`src/rtl/control_sequencer.sv`:
```
// control_sequencer: microcoded T-state sequencer for the 4-bit bus computer.
// Ports:
//   CLK, RESET        clock; asynchronous active-high reset (tstate=1, halted=0)
//   run               1 = sequence, 0 = pause (state held, strobes forced low)
//   opcode, carry     IR opcode nibble and ALU carry flag (carry used by JC only)
//   pc_en/pc_oe/pc_we program counter increment / bus drive / jump load
//   mar_we, ram_oe, ram_we, ir_we, ir_oe, a_we, a_oe, b_we, alu_oe, alu_sub, out_we
//                     register bus strobes, one control word per clock
//   halted, tstate    HLT reached; current step 1..6
module control_sequencer #(
    parameter int OP_W    = 4,
    parameter int VERBOSE = 0
) (
    input  logic            CLK,
    input  logic            RESET,
    input  logic            run,
    input  logic [OP_W-1:0] opcode,
    input  logic            carry,
    output logic            pc_en,
    output logic            pc_oe,
    output logic            pc_we,
    output logic            mar_we,
    output logic            ram_oe,
    output logic            ram_we,
    output logic            ir_we,
    output logic            ir_oe,
    output logic            a_we,
    output logic            a_oe,
    output logic            b_we,
    output logic            alu_oe,
    output logic            alu_sub,
    output logic            out_we,
    output logic            halted,
    output logic [2:0]      tstate
);
    if (OP_W != 4) begin : g_bad_op_w
        $error("control_sequencer: only OP_W=4 is supported");
    end
    if (VERBOSE != 0 && VERBOSE != 1) begin : g_bad_verbose
        $error("control_sequencer: VERBOSE must be 0 or 1");
    end

    typedef enum logic [2:0] {
        T1 = 3'd1, T2 = 3'd2, T3 = 3'd3, T4 = 3'd4, T5 = 3'd5, T6 = 3'd6
    } tstate_e;

    localparam logic [OP_W-1:0] OP_LDA = OP_W'(1);
    localparam logic [OP_W-1:0] OP_ADD = OP_W'(2);
    localparam logic [OP_W-1:0] OP_SUB = OP_W'(3);
    localparam logic [OP_W-1:0] OP_STA = OP_W'(4);
    localparam logic [OP_W-1:0] OP_LDI = OP_W'(5);
    localparam logic [OP_W-1:0] OP_JMP = OP_W'(6);
    localparam logic [OP_W-1:0] OP_JC  = OP_W'(7);
    localparam logic [OP_W-1:0] OP_OUT = OP_W'(14);
    localparam logic [OP_W-1:0] OP_HLT = OP_W'(15);

    // Control word bit positions, MSB first: pc_en .. out_we.
    localparam logic [13:0] PC_EN   = 14'h2000;
    localparam logic [13:0] PC_OE   = 14'h1000;
    localparam logic [13:0] PC_WE   = 14'h0800;
    localparam logic [13:0] MAR_WE  = 14'h0400;
    localparam logic [13:0] RAM_OE  = 14'h0200;
    localparam logic [13:0] RAM_WE  = 14'h0100;
    localparam logic [13:0] IR_WE   = 14'h0080;
    localparam logic [13:0] IR_OE   = 14'h0040;
    localparam logic [13:0] A_WE    = 14'h0020;
    localparam logic [13:0] A_OE    = 14'h0010;
    localparam logic [13:0] B_WE    = 14'h0008;
    localparam logic [13:0] ALU_OE  = 14'h0004;
    localparam logic [13:0] ALU_SUB = 14'h0002;
    localparam logic [13:0] OUT_WE  = 14'h0001;

    tstate_e     tstate_q, tstate_d;
    logic        halted_q, halted_d;
    logic [13:0] cw, ctl;
    logic        is_nop;

    // Opcodes with no execute steps finish right after fetch.
    assign is_nop = !(opcode inside {OP_LDA, OP_ADD, OP_SUB, OP_STA, OP_LDI,
                                     OP_JMP, OP_JC, OP_OUT, OP_HLT});

    always_comb begin
        tstate_d = tstate_q;
        halted_d = halted_q;
        cw       = '0;
        case (tstate_q)
            T1: begin
                cw       = PC_OE | MAR_WE;
                tstate_d = T2;
            end
            T2: begin
                cw       = PC_EN;
                tstate_d = T3;
            end
            T3: begin
                cw       = RAM_OE | IR_WE;
                tstate_d = is_nop ? T1 : T4;
            end
            T4: begin
                tstate_d = T1;
                case (opcode)
                    OP_LDA, OP_ADD, OP_SUB, OP_STA: begin
                        cw       = IR_OE | MAR_WE;
                        tstate_d = T5;
                    end
                    OP_LDI: cw = IR_OE | A_WE;
                    OP_JMP: cw = IR_OE | PC_WE;
                    OP_JC:  cw = carry ? (IR_OE | PC_WE) : '0;
                    OP_OUT: cw = A_OE | OUT_WE;
                    OP_HLT: begin
                        tstate_d = T4;
                        halted_d = 1'b1;
                    end
                    default: cw = '0;
                endcase
            end
            T5: begin
                tstate_d = T1;
                case (opcode)
                    OP_LDA: cw = RAM_OE | A_WE;
                    OP_STA: cw = A_OE | RAM_WE;
                    OP_ADD, OP_SUB: begin
                        cw       = RAM_OE | B_WE;
                        tstate_d = T6;
                    end
                    default: cw = '0;
                endcase
            end
            T6: begin
                tstate_d = T1;
                cw       = (opcode == OP_ADD || opcode == OP_SUB) ? (ALU_OE | A_WE) : '0;
                cw       = cw | ((opcode == OP_SUB) ? ALU_SUB : '0);
            end
            default: tstate_d = T1;
        endcase
        // Pause and halt freeze everything; the IR is never strobed while paused.
        if (!run || halted_q) begin
            tstate_d = tstate_q;
            halted_d = halted_q;
        end
    end

    always_ff @(posedge CLK or posedge RESET) begin
        if (RESET) begin
            tstate_q <= T1;
            halted_q <= 1'b0;
        end else begin
            tstate_q <= tstate_d;
            halted_q <= halted_d;
        end
    end

    assign ctl = (RESET || !run || halted_q) ? '0 : cw;
    assign {pc_en, pc_oe, pc_we, mar_we, ram_oe, ram_we, ir_we, ir_oe,
            a_we, a_oe, b_we, alu_oe, alu_sub, out_we} = ctl;
    assign halted = halted_q;
    assign tstate = tstate_q;
endmodule

```
`config.mk`:
```
export PLATFORM = sky130hd
export DESIGN_NAME = control_sequencer
export DESIGN_NICKNAME = d
export VERILOG_FILES = /design/src/rtl/control_sequencer.sv
export SDC_FILE = /design/constraint.sdc
export NUM_CORES = 1
export LEC_CHECK = 0
export CAP_MARGIN = 40
export CORE_MARGIN = 10
export CORE_UTILIZATION = 30
export CTS_CLUSTER_DIAMETER = 30
export DETAILED_ROUTE_END_ITERATION = 10
export MAX_ROUTING_LAYER = met4
export PLACE_DENSITY = 0.61
export SYNTH_ARGS = -nofsm -noshare
export SYNTH_HDL_FRONTEND = slang
export SYNTH_SLANG_ARGS = --single-unit
```
`constraint.sdc`:
```
create_clock -name CLK -period 1.7 [get_ports CLK]
set_clock_uncertainty 0.2 [all_clocks]
set_input_delay 0.255 -clock CLK [delete_from_list [all_inputs] [get_ports CLK]]
set_output_delay 0.255 -clock CLK [all_outputs]
set_load 0.1 [all_outputs]
```
Word-level counts from Yosys, hierarchy flattened
Cells that the tools add are included.
{ "word_totals": {"register_bits": 4, "input_bits": 8, "output_inout_bits": 18, "elab_cells": 39} }
{ "classes": {"eq_ne": 15, "muxes": 11, "bitwise": 2, "reduce_logical": 9} }
{ "ops": {"columns": ["operator", "n"], "rows": [
  ["14-bit one-hot mux with 6 select lines", 1],
  ["12-bit one-hot mux with 5 select lines", 1],
  ["10-bit one-hot mux with 3 select lines", 1],
  ["4-bit by 3-bit equality test with 1-bit output (second input constant)", 4],
  ["3-bit one-hot mux with 5 select lines", 1],
  ["14-bit two-way mux", 1],
  ["12-bit two-way mux", 1],
  ["3-bit equality test (second input constant)", 3],
  ["9-bit nonzero test", 1],
  ["4-bit by 2-bit equality test with 1-bit output (second input constant)", 2],
  ["4-bit equality test (second input constant)", 2],
  ["3-bit by 2-bit equality test with 1-bit output (second input constant)", 2],
  ["3-bit two-way mux", 2],
  ["6-bit two-way mux", 1],
  ["6-bit by 2-bit OR with 6-bit output", 1],
  ["3-bit one-hot mux with 2 select lines", 1],
  ["4-bit by 1-bit equality test with 1-bit output (second input constant)", 1],
  ["1-bit logical OR", 4],
  ["4-bit OR reduction", 1],
  ["3-bit by 1-bit equality test with 1-bit output (second input constant)", 1],
  ["3-bit AND reduction", 1],
  ["2-bit two-way mux", 1],
  ["2-bit OR reduction", 1],
  ["1-bit logical NOT", 1],
  ["1-bit inverter", 1]
]} }

Logic depth before layout (Yosys ltp)
{ "logic_depth": {"depth_word": 6, "ltp_mapped": 5, "ltp_nobuf": 4} }

Worst setup path after synthesis
OpenSTA, ideal clock, no wires.
{ "synth_timing": {"path_type": "register to output", "startpoint": "register tstate_q[2] (netlist: tstate[2])", "endpoint": "output port ram_we", "arrival_ns": 4.226, "t_required_ns": 1.245, "slack_ns": -2.981, "stages_incl_launch_ff": 4, "n_path_buf": 0, "path_cell_list": "dfrtp_1 > and2b_4 > nand2_1 > nor4_1"} }
{ "synth_between": {"elab_chain_len": 3, "elab_cells_between_ends": 8, "cone_classes": "eq/ne: 6; mux: 2"} }
{ "synth_lines": {"columns": ["element", "line_no", "source"], "rows": [
  ["from (decl)", "73", "tstate_e tstate_q, tstate_d;"],
  ["from (signal assigned)", "148", "tstate_q <= tstate_d;"],
  ["3-bit equality test (tied with other cells)", "86", "case (tstate_q)"],
  ["14-bit one-hot mux with 6 select lines (*)", "86", null],
  ["14-bit two-way mux (*)", "153", "assign ctl = (RESET || !run || halted_q) ? '0 : cw;"],
  ["to (decl)", "24", "output logic ram_we,"]
]} }
Every way passes the cells marked *; elsewhere a longest branch is shown, timed or not.

Worst setup path after layout
{ "layout_timing": {"startpoint": "register tstate_q[0] (netlist: tstate[0])", "endpoint": "output port a_we"} }
{ "layout_between": {"elab_chain_len": 3, "elab_cells_between_ends": 8, "cone_classes": "eq/ne: 6; mux: 2"} }
{ "layout_lines": {"columns": ["element", "line_no", "source"], "rows": [
  ["3-bit equality test (tied with other cells)", "86", null],
  ["14-bit one-hot mux with 6 select lines (*)", "86", null],
  ["14-bit two-way mux (*)", "153", null],
  ["to (decl)", "27", "output logic a_we,"]
]} }
Marks and branches as above.

==> results.yml <==
critical_path:
  reg2reg_depth: 6
  critPathKind: "reg -> out"
  critical_path.max_fanout: 5
  setup.worst_path.start_class: "register"
  worst-endpoint-required_ps: 1240
  rrSetupSlack_ps: -70
  crit_path_end_kind: "output port"
  worst_ep_arrival_time_ps: 1850
die:
  dieHeight_um: 65.48
  boundaryPins: 26
  initial_utilization_pct: 31.63
  die_x_um: 65.48
  row_count: 16
  floorplan.core_area_um2: 1962
  die_area_um2: 4288
layout:
  final_nets: 152
  multiInputGateArea_um2: 653.1
  final.fill_count: 125
  final_layout_size_suffix_gt1_share_pct: 69.23
  sequential_cell_area_um2: 116.4
  areaGrowthSynthToFinish_pct: 159.1
  final_cells: 170
  insertedDiodeCount: 0
route:
  drt-total-wl_mm: 3.077
  detailedRoute.firstPassIterationCount: 4
  number_of_drc_markers_after_the_initial_detailed_route_iteration: 28
  drt-wirelength-per-cell_um: 18.10
  antenna_violating_nets_left: 0
  drc: 0
  route.vias.total: 926
  avgViaCountPerCell: 5.447
pwr:
  ir_drop_mv: 1.216
  internal_pwr_total_uw: 983.0
  switching_pwr_uw: 1142
  power.share.combinational_pct: 82.5
  p_leak_uw: 0.0006438
  power_per_cell_area_nw_per_um2: 1322
  switching_share_pct: 53.75
  clock_power_share_pct: 6.8
  seq_power_share_pct: 10.7
cts:
  clock_sink_count: 4
  clock_latency_reported_for_the_late_side_of_the_worst_skew_pair_ps: 250
  root_buffer: "clkbuf_4"
  postCtsHoldBufs: 0
  cts_max_level: 1
  clk_path_buf_depth: 2
  reg_clk_slew_reported_paths_ps: 50
  tritoncts_clock_tree: "built"
  total_cts_buffers: 3
sta:
  timing_hold_violations_final: 0
  postLayoutSetupSlackWorst_ps: -609.1
  whs_ps: 280.0
  tightestPinTransition_ps: 378.0
  max_slew_margin_pct: 74.80
  report.final.setup_viol: 16
  final_min_period_over_clock_period_pct: 135.8
  achievable-frequency_mhz: 433.1
  period_needed_ps: 2309
  final_max_slew_viol_count: 0
  grt_setup_unrepaired: "true"
synth:
  yosys_register_bits: 4
  ys_types: 37
  synth-edff-count: 0
  ys_dominant_reg_cell: "dfrtp_1"
  synth_cells: 80
  synth_common_cells: "nand2_1, nor3_1, nor2_1"
  netlist.area_leader.share_pct: 12.10
  syn_nets: 88
  ys_top_cells_by_area: "dfrtp_1, clkbuf_8, nor3_1, nand2_1, dfstp_2"
  synthArstFlopShare_pct: 100.0
  synth.largest_area_cell: "dfrtp_1"
  postSynthAreaPerCell_um2: 7.757
  yosysSeqAreaShare_pct: 16.33
  yosys_warnings: 0
  post_synth_instance_area_um2: 620.6
place:
  detailedPlace.worstSlack_ps: -582.6
  gp_routability_congestion: 0.8828
  detailedPlacementHpwl_mm: 2.211
  io_buffers: 25
  dp.cells: 162
grt:
  maximum_number_of_pins_on_one_net_before_global_route_repair: 9
  grt_first_pass_wirelength_mm: 4.968
  grt_use_total_pct: 14.58
  grt_pass1_vias: 987
  antenna_found_initial: 0
  grt_remaining_overflow: 0
run:
  max_cap_viol_count: 0
outcome:
  outcome: "finished with violations"
  violations: "negative setup slack"
min_path:
  type_of_the_worst_min_delay_path: "in -> async"
==> layer usage <==
layer  track usage, %  part of all wire, %
met4            4.813                  1.1
met3            2.712                  7.1
met5                -                    0
met1            16.52                   38
met2            25.12                   54
==> per-stage QoR <==
| step | TNS, ps | instance area [um^2] | utilization (%) | total power [uW] |
|---|---|---|---|---|
| floorplan | -10720 | 818.3 | - | 1236 |
| global placement | -6798 | 1458 | 74.30 | 1749 |
| detailed placement | -7241 | 1458 | 74.30 | 1790 |
| CTS | -6632 | 1569 | 79.97 | 2034 |
| global route | -7364 | 1608 | 81.95 | 2202 |
| finish | -6740 | 1608 | 81.95 | 2125 |
==> worst max-delay path: stages (launching register included) <==
cell and delay, ps:
dfstp_4 660, xor2_2 140, nand4_1 190, a2111oi_4 390, buf_12 220
==> layout by cell type, fill, tap and decap left out, types with 3 or more instances in the layout <==
cell type        instances
nand4_1                  3
dlygate4sd2_1            4
clkdlybuf4s50_1          3
buf_12                  18
nor2_1                   3
buf_6                    8
clkbuf_4                 3
buf_4                   33
inv_1                    3
dfrtp_4                  3
nor3_1                   3
nor2_4                   4
nand2_1                  7
nor3_4                   6
==> cell families after synthesis <==
| kind of cell | count (synthesis) | synth area share (%) |
|---|---|---|
| AND/OR/NAND/NOR | 47 | 43.15 |
| XOR/XNOR | 2 | 4.033 |
| buffers and inverters | 11 | 17.14 |
| flip-flops | 4 | 16.33 |
| AO/OA/AOI/OAI | 16 | 19.36 |
==> sequential cells by signal, summed over array words and instances (netlist names) <==
| register | count |
|---|---|
| tstate | 3 |
| halted | 1 |
==> worst paths after layout <==
check / start / to
max: tstate[0] / a_we
min: RESET / halted
max reg2reg: tstate[0] / tstate[2]
min reg2reg: halted / halted
max in group asynchronous: RESET / tstate[0]
min in group CLK: halted / halted
==> power groups by stage <==
stage | logic (uW) | clock network (uW) | registers (uW)
floorplan | 721 | 0 | 516
global placement | 1520 | 0 | 224
detailed placement | 1560 | 0 | 227
CTS | 1670 | 143 | 226
global route | 1820 | 149 | 232
finish | 1750 | 145 | 228
==> final cells by class <==
type                            count  area share [%]
Clock buffer                        4           1.634
Inverter                            4          0.9339
Multi-Input combinational cell     65           40.62
Sequential cell                     4           7.237
Tap cell                           27           2.101
Timing Repair Buffer               66           47.47
==> repair_timing <==
item	4_1_cts	5_1_grt
hold endpoints to repair	0	0
resized for setup	22	7
buffers inserted	3	4
pin swaps	8	6
endpoints found under the setup margin	17	18
(Power assumes the default switching activity.)
